===== src/rtl/fetch_pkg.sv =====
// ---------------------------------------------------------------------------
// fetch_pkg
// Shared types and widths for the instruction fetch path.
//   fetch_state_t   : sequencer state encoding (IDLE / WAIT / HOLD)
//   INST_W, ADDR_W  : instruction word and address widths
//   LAT_W           : latency counter width, large enough for read latencies up to 15
//   PC_STEP_DEFAULT : default sequential PC increment in bytes
// ---------------------------------------------------------------------------
package fetch_pkg;

    localparam int INST_W          = 32;
    localparam int ADDR_W          = 64;
    localparam int LAT_W           = $clog2(16);
    localparam int PC_STEP_DEFAULT = 4;

    typedef enum logic [1:0] {
        IDLE = 2'd0,
        WAIT = 2'd1,
        HOLD = 2'd2
    } fetch_state_t;

endpackage


===== src/rtl/imem_fetch_sequencer_lat_counter.sv =====
// ---------------------------------------------------------------------------
// lat_counter
// Loadable down-counter used to time a fixed memory read latency.
// The same block is meant to be shared with the data memory controller.
//   clk      : clock, rising edge
//   rst_n    : asynchronous active-low reset (count returns to 0)
//   load     : load load_val (has priority over dec)
//   load_val : value to load
//   dec      : decrement by one; the count holds at zero
//   count    : current count
//   zero     : count == 0
// ---------------------------------------------------------------------------
module lat_counter #(
    parameter int W = 4
) (
    input  logic         clk,
    input  logic         rst_n,
    input  logic         load,
    input  logic [W-1:0] load_val,
    input  logic         dec,
    output logic [W-1:0] count,
    output logic         zero
);

    localparam logic [W-1:0] ONE = {{(W-1){1'b0}}, 1'b1};

    logic [W-1:0] count_reg;

    always_ff @(posedge clk or negedge rst_n) begin
        if (!rst_n) begin
            count_reg <= '0;
        end else if (load) begin
            count_reg <= load_val;
        end else if (dec && (count_reg != '0)) begin
            count_reg <= count_reg - ONE;
        end
    end

    assign count = count_reg;
    assign zero  = (count_reg == '0);

endmodule


===== src/rtl/imem_fetch_sequencer.sv =====
// ---------------------------------------------------------------------------
// imem_fetch_sequencer
// Fetch controller for the read-only instruction memory. Owns the PC, drives
// the instruction address, waits RD_LAT cycles, captures the 32-bit word and
// presents it to decode over a valid/ready handshake. Execute-stage branch
// redirects squash any word in flight and restart fetching at the target.
//
// Ports:
//   CLK            : clock, rising edge
//   Reset_L        : asynchronous active-low reset
//   start          : pulse, load start_pc and begin fetching (IDLE only)
//   start_pc       : start address
//   stop           : level, finish the current word then return to IDLE
//   redirect_valid : branch taken, squash and refetch from redirect_pc
//   redirect_pc    : branch target
//   imem_addr      : instruction memory address (registered, equals the PC)
//   imem_data      : word returned by instruction memory
//   inst_valid     : inst_data / inst_pc valid
//   inst_ready     : decode accepts the presented word
//   inst_data      : captured instruction
//   inst_pc        : address of inst_data
//   busy           : sequencer is not IDLE
//
// Optional build macro FETCH_PERF_CNT_EN adds two saturating counters:
//   fetch_count    : words accepted by decode (inst_valid & inst_ready)
//   squash_count   : redirects taken while in WAIT or HOLD
// ---------------------------------------------------------------------------
module imem_fetch_sequencer
    import fetch_pkg::*;
#(
    parameter int                RD_LAT   = 2,
    parameter logic [ADDR_W-1:0] RESET_PC = '0,
    parameter int                PC_STEP  = PC_STEP_DEFAULT
) (
    input  logic              CLK,
    input  logic              Reset_L,
    input  logic              start,
    input  logic [ADDR_W-1:0] start_pc,
    input  logic              stop,
    input  logic              redirect_valid,
    input  logic [ADDR_W-1:0] redirect_pc,
    output logic [ADDR_W-1:0] imem_addr,
    input  logic [INST_W-1:0] imem_data,
    output logic              inst_valid,
    input  logic              inst_ready,
    output logic [INST_W-1:0] inst_data,
    output logic [ADDR_W-1:0] inst_pc,
    output logic              busy
`ifdef FETCH_PERF_CNT_EN
    ,
    output logic [31:0]       fetch_count,
    output logic [31:0]       squash_count
`endif
);

    localparam logic [ADDR_W-1:0] STEP     = ADDR_W'(PC_STEP);
    localparam logic [LAT_W-1:0]  LAT_LOAD = LAT_W'(RD_LAT);
    localparam logic [LAT_W-1:0]  LAT_LAST = LAT_W'(1);

    // Reject unusable latencies when the design is elaborated.
    generate
        if ((RD_LAT < 1) || (RD_LAT > 15)) begin : g_bad_rd_lat
            $error("imem_fetch_sequencer: RD_LAT=%0d is outside 1..15", RD_LAT);
        end
    endgenerate

    fetch_state_t      state_reg;
    logic [ADDR_W-1:0] pc_reg;
    logic              inst_valid_reg;
    logic [INST_W-1:0] inst_data_reg;
    logic [ADDR_W-1:0] inst_pc_reg;
    logic              busy_reg;

    logic              lat_load;
    logic              lat_dec;
    logic [LAT_W-1:0]  lat_count;
    logic              lat_zero;

    // Every path into WAIT restarts the latency count: start from IDLE, a
    // redirect in WAIT/HOLD, or a handshake in HOLD that continues fetching.
    always_comb begin
        lat_load = 1'b0;
        lat_dec  = 1'b0;
        case (state_reg)
            IDLE: begin
                lat_load = start;
            end
            WAIT: begin
                lat_load = redirect_valid;
                lat_dec  = !lat_zero;
            end
            HOLD: begin
                lat_load = redirect_valid || (inst_ready && !stop);
            end
            default: begin
                lat_load = 1'b0;
            end
        endcase
    end

    lat_counter #(
        .W (LAT_W)
    ) u_lat_counter (
        .clk      (CLK),
        .rst_n    (Reset_L),
        .load     (lat_load),
        .load_val (LAT_LOAD),
        .dec      (lat_dec),
        .count    (lat_count),
        .zero     (lat_zero)
    );

    always_ff @(posedge CLK or negedge Reset_L) begin
        if (!Reset_L) begin
            state_reg      <= IDLE;
            pc_reg         <= RESET_PC;
            inst_valid_reg <= 1'b0;
            inst_data_reg  <= '0;
            inst_pc_reg    <= '0;
            busy_reg       <= 1'b0;
        end else begin
            case (state_reg)
                IDLE: begin
                    // Redirects are meaningless with nothing in flight.
                    if (start) begin
                        pc_reg    <= start_pc;
                        state_reg <= WAIT;
                        busy_reg  <= 1'b1;
                    end
                end
                WAIT: begin
                    if (redirect_valid) begin
                        // The read in flight is abandoned; the counter reloads.
                        pc_reg <= redirect_pc;
                    end else if (lat_count == LAT_LAST) begin
                        // Last latency cycle: memory output is valid for pc_reg.
                        inst_data_reg  <= imem_data;
                        inst_pc_reg    <= pc_reg;
                        inst_valid_reg <= 1'b1;
                        state_reg      <= HOLD;
                    end
                end
                HOLD: begin
                    if (redirect_valid) begin
                        // Redirect wins over a simultaneous handshake.
                        pc_reg         <= redirect_pc;
                        inst_valid_reg <= 1'b0;
                        state_reg      <= WAIT;
                    end else if (inst_ready) begin
                        inst_valid_reg <= 1'b0;
                        pc_reg         <= pc_reg + STEP;
                        if (stop) begin
                            state_reg <= IDLE;
                            busy_reg  <= 1'b0;
                        end else begin
                            state_reg <= WAIT;
                        end
                    end
                end
                default: begin
                    state_reg      <= IDLE;
                    inst_valid_reg <= 1'b0;
                    busy_reg       <= 1'b0;
                end
            endcase
        end
    end

    assign imem_addr  = pc_reg;
    assign inst_valid = inst_valid_reg;
    assign inst_data  = inst_data_reg;
    assign inst_pc    = inst_pc_reg;
    assign busy       = busy_reg;

`ifdef FETCH_PERF_CNT_EN
    logic        handshake;
    logic        redirect_take;
    logic [31:0] fetch_count_reg;
    logic [31:0] squash_count_reg;

    // A redirect coinciding with a handshake still counts the held word as
    // consumed, so both counters can step in the same cycle.
    assign handshake     = inst_valid_reg && inst_ready;
    assign redirect_take = redirect_valid && ((state_reg == WAIT) || (state_reg == HOLD));

    always_ff @(posedge CLK or negedge Reset_L) begin
        if (!Reset_L) begin
            fetch_count_reg  <= '0;
            squash_count_reg <= '0;
        end else begin
            if (handshake && (fetch_count_reg != 32'hFFFF_FFFF)) begin
                fetch_count_reg <= fetch_count_reg + 32'd1;
            end
            if (redirect_take && (squash_count_reg != 32'hFFFF_FFFF)) begin
                squash_count_reg <= squash_count_reg + 32'd1;
            end
        end
    end

    assign fetch_count  = fetch_count_reg;
    assign squash_count = squash_count_reg;
`endif

endmodule


===== config.mk =====
export PLATFORM = sky130hd
export DESIGN_NAME = imem_fetch_sequencer
export DESIGN_NICKNAME = d
export VERILOG_FILES = /design/src/rtl/fetch_pkg.sv /design/src/rtl/imem_fetch_sequencer_lat_counter.sv /design/src/rtl/imem_fetch_sequencer.sv
export SDC_FILE = /design/constraint.sdc
export NUM_CORES = 1
export LEC_CHECK = 0
export CORE_UTILIZATION = 30
export DETAILED_ROUTE_END_ITERATION = 10
export HOLD_SLACK_MARGIN = 0.03
export PLACE_DENSITY = 0.68
export SLEW_MARGIN = 20
export SYNTH_ARGS = -nofsm -noshare
export SYNTH_HDL_FRONTEND = slang
export SYNTH_SLANG_ARGS = --single-unit

===== constraint.sdc =====
create_clock -name CLK -period 3.35 [get_ports CLK]
set_input_delay 0.335 -clock CLK [delete_from_list [all_inputs] [get_ports CLK]]
set_output_delay 0.335 -clock CLK [all_outputs]
set_load 0.05 [all_outputs]

==> flow_metrics.tcl <==
set metrics [dict create \
    status "completed" \
    fin_skew_ns 0.01558 \
    worst_setup_path_end_kind "flip-flop" \
    cts_tree "done" \
    synth.top_cell.area_share_pct 45.70 \
    timing.rr.end "imem_addr[60]" \
    fin_crit_ns 2.625 \
    syn_area_per_cell_um2 9.367 \
    cts.clk_slew.worst_paths_ns 0.08 \
    synth_top_area_cell "dfrtp_1" \
    start_util_pct 30.79 \
    overflow 0 \
    layout-drive-gt1-share_pct 13.40 \
    synthMuxAreaShare_pct 11.47 \
    synth_fa_ha_area_share_pct 0.9521 \
    grt_max_degree 130 \
    placeableCoreArea_mm2 0.02987 \
    cpMaxStageDelayCell "or4b_2" \
    rsz0062_at_grt "no" \
    io-pin-count 328 \
    hold_violations 0 \
    yosys.area_share.simple_pct 17.97 \
    worst-slew-pin-transition_ns 0.8491 \
    report.final.setup_viol 0 \
    period_share_pct 78.35 \
    place_area_mm2 0.01303 \
    track_usage_pct 22.08 \
    crit_arrival_ns 2.95 \
    first_iter_violations 591 \
    synth-seq-cells 168 \
    slew_violations 0 \
    synth-edff-count 0 \
    synthDistinctLibCells 69 \
    cts_buffer_depth 2 \
    place_inst 1663 \
    cts_hold_buf 1 \
    power_density_mw_per_mm2 1044 \
    rr_startpoint "state_reg[0]" \
    htreeDepth 4 \
    cp_slowest_stage_delay_ns 0.69 \
    viasPerCell 5.386 \
    maxSlewHeadroom_pct 42.87 \
    die_w_um 177.1 \
    wl_per_cell_um 20.61 \
    cts_root_buf "clkbuf_16" \
    dr.pass1.iters 5 \
    cts_setup_buffers 0 \
    tns_ns 0 \
    syn_area_mm2 0.009199 \
    num-nets-final 1466 \
    grt_pass1_vias 8888 \
    reg2regPathDepth 7 \
    ir_drop_mv 0.6822 \
    yosysWarningCount 0 \
    wirelength_um 35020 \
    synthXorXnorAreaFrac_pct 2.095 \
    vias 9151 \
    die_y_um 177.1 \
    ff_latch_area_mm2 0.004204 \
    r2r_slack_ns 0.73 \
    fillCellCount 2849 \
    antenna_found_initial 6 \
    required_ns 3.67 \
    synthCells 982 \
    p_leak_nw 5.661 \
    crit_chain "inv_1 -> ha_1 -> nor3b_1 -> or4b_2 -> buf_4 -> a21o_1 -> a211o_1" \
    ys_async_sr_fraction_pct 100.0 \
    drv_cap 0 \
    path_buf_inv 2 \
    min_path_type "in -> async" \
    post_cts_resized 0 \
    syn2layout_area_growth_pct 48.69 \
    multi_input_area_mm2 0.004668 \
    design_area_mm2 0.01368 \
    synth_top_family_by_area "compound AO/OA/AOI/OAI gates" \
    synth-seq-area-share_pct 45.70 \
    max_clock_freq_mhz 381.0 \
    finalPower_mw 14.28 \
    cts_buffers 17 \
    drc 0 \
    grt_pass1_wl_um 52450 \
    hpwl_um 25340 \
    synth_ff_type "dfrtp_1" \
    worstSetupStartpointType "flip-flop" \
    ant_nets 0 \
    clk_latency_ns 0.44 \
    cp_top_family "simple AND/OR/NAND/NOR gates" \
    cp_max_fo 33 \
    synth-compound-area-share_pct 17.97 \
    ys_top_cells_by_area "dfrtp_1, mux2_2, o21ai_0, nand2_1, nor2_1" \
    placementRows 63 \
    place_congestion 0.8612 \
    io_buffers 327 \
    cts_sinks 168 \
    die_area_mm2 0.03137 \
    layout.cells.non_filler 1699 \
    syn_nets 1155 \
    crit_type "reg -> reg" \
]
[worst max path at each step]
stage | start | to | slack (ns) | cells after the start
after floorplan | imem_addr[4] | imem_addr[63] | 0.64 | 8
after global placement | redirect_valid | imem_addr[60] | 0.65 | 6
after detailed placement | redirect_valid | imem_addr[60] | 0.64 | 6
after CTS | imem_addr[17] | imem_addr[56] | 0.72 | 6
after global routing | state_reg[0] | imem_addr[55] | 0.47 | 8
final | state_reg[0] | imem_addr[60] | 0.73 | 7
[power by group]
part           total [mW]  switching (mW)  internal [mW]
Combinational        8.32            5.40           2.93
Clock                2.15            1.01           1.15
Sequential           3.80           0.935           2.87
[cell usage after synthesis, types with 5 or more instances]
library cell and number:
a211o_1 5, a211oi_1 9, a21o_1 8, a21oi_1 51
a221oi_1 12, a22o_1 5, a31oi_1 11, and3_1 23
and4_1 6, clkbuf_1 62, dfrtp_1 168, ha_1 7
inv_1 23, mux2_2 91, nand2_1 88, nand3_1 44
nand4_1 21, nor2_1 76, nor3_1 30, nor4_1 15
o21ai_0 113, o22ai_1 7, o2bb2ai_1 6, o31ai_1 10
xnor2_1 14, xor2_1 8
[cell families after synthesis]
logic type / after synthesis
AOI/OAI and AO/OA: 268
and+or+nand+nor: 330
DFF: 168
adders and majority gates: 7
muxes: 94
buffers and inverters: 93
xor gates and xnor gates: 22
[cell usage in the layout (no fill, tap or decap), drive strengths merged, types with 4 or more instances in the layout]
| cell | netlist | final |
|---|---|---|
| a211o | 5 | 5 |
| a211oi | 9 | 9 |
| a21o | 8 | 8 |
| a21oi | 51 | 51 |
| a221oi | 12 | 12 |
| a22o | 5 | 5 |
| a31oi | 11 | 11 |
| and2 | 4 | 4 |
| and3 | 23 | 23 |
| and4 | 6 | 6 |
| buf | 7 | 33 |
| clkbuf | 62 | 18 |
| clkdlybuf4s50 | 0 | 326 |
| clkinv | 1 | 8 |
| dfrtp | 168 | 168 |
| ha | 7 | 7 |
| inv | 23 | 28 |
| mux2 | 91 | 91 |
| nand2 | 88 | 88 |
| nand3 | 45 | 45 |
| nand4 | 23 | 23 |
| nor2 | 76 | 76 |
| nor3 | 30 | 30 |
| nor4 | 17 | 17 |
| o211ai | 4 | 4 |
| o21ai | 113 | 113 |
| o22ai | 7 | 7 |
| o2bb2ai | 6 | 6 |
| o31ai | 10 | 10 |
| or3 | 4 | 4 |
| xnor2 | 14 | 14 |
| xor2 | 8 | 8 |
[layout make-up]
| type | instances | area share [%] |
|---|---|---|
| inverters | 24 | 0.6586 |
| flip-flops and latches | 168 | 30.74 |
| diodes | 3 | 0.05488 |
| clock inverters | 15 | 1.537 |
| clock buffers | 17 | 3.110 |
| repair buffers | 361 | 26.21 |
| well taps | 390 | 3.568 |
| multi-input cells | 721 | 34.13 |
[metal layers]
| layer | track usage [%] | part of all wire, % | up-vias |
|---|---|---|---|
| li1 | - | - | 4234 |
| met1 | 27.82 | 41 | 4409 |
| met5 | 0 | 0.11 | - |
| met2 | 36.20 | 48 | 446 |
| met3 | 6.894 | 9.5 | 56 |
| met4 | 6.034 | 1.8 | 6 |
[through the flow]
stage / setup WS [ns] / hold slack (ns) / utilization [%]
6_report: 0.7253 / 0.4604 / 45.78
5_1_grt: 0.4701 / 0.4926 / 45.78
4_1_cts: 0.7247 / 0.4749 / 45.76
3_5_place_dp: 0.6428 / 0.3897 / 43.60
3_3_place_gp: 0.6537 / 0.3936 / 43.60
2_1_floorplan: 0.6397 / 0.03941 / -
Power figures use the tool's default switching activity.
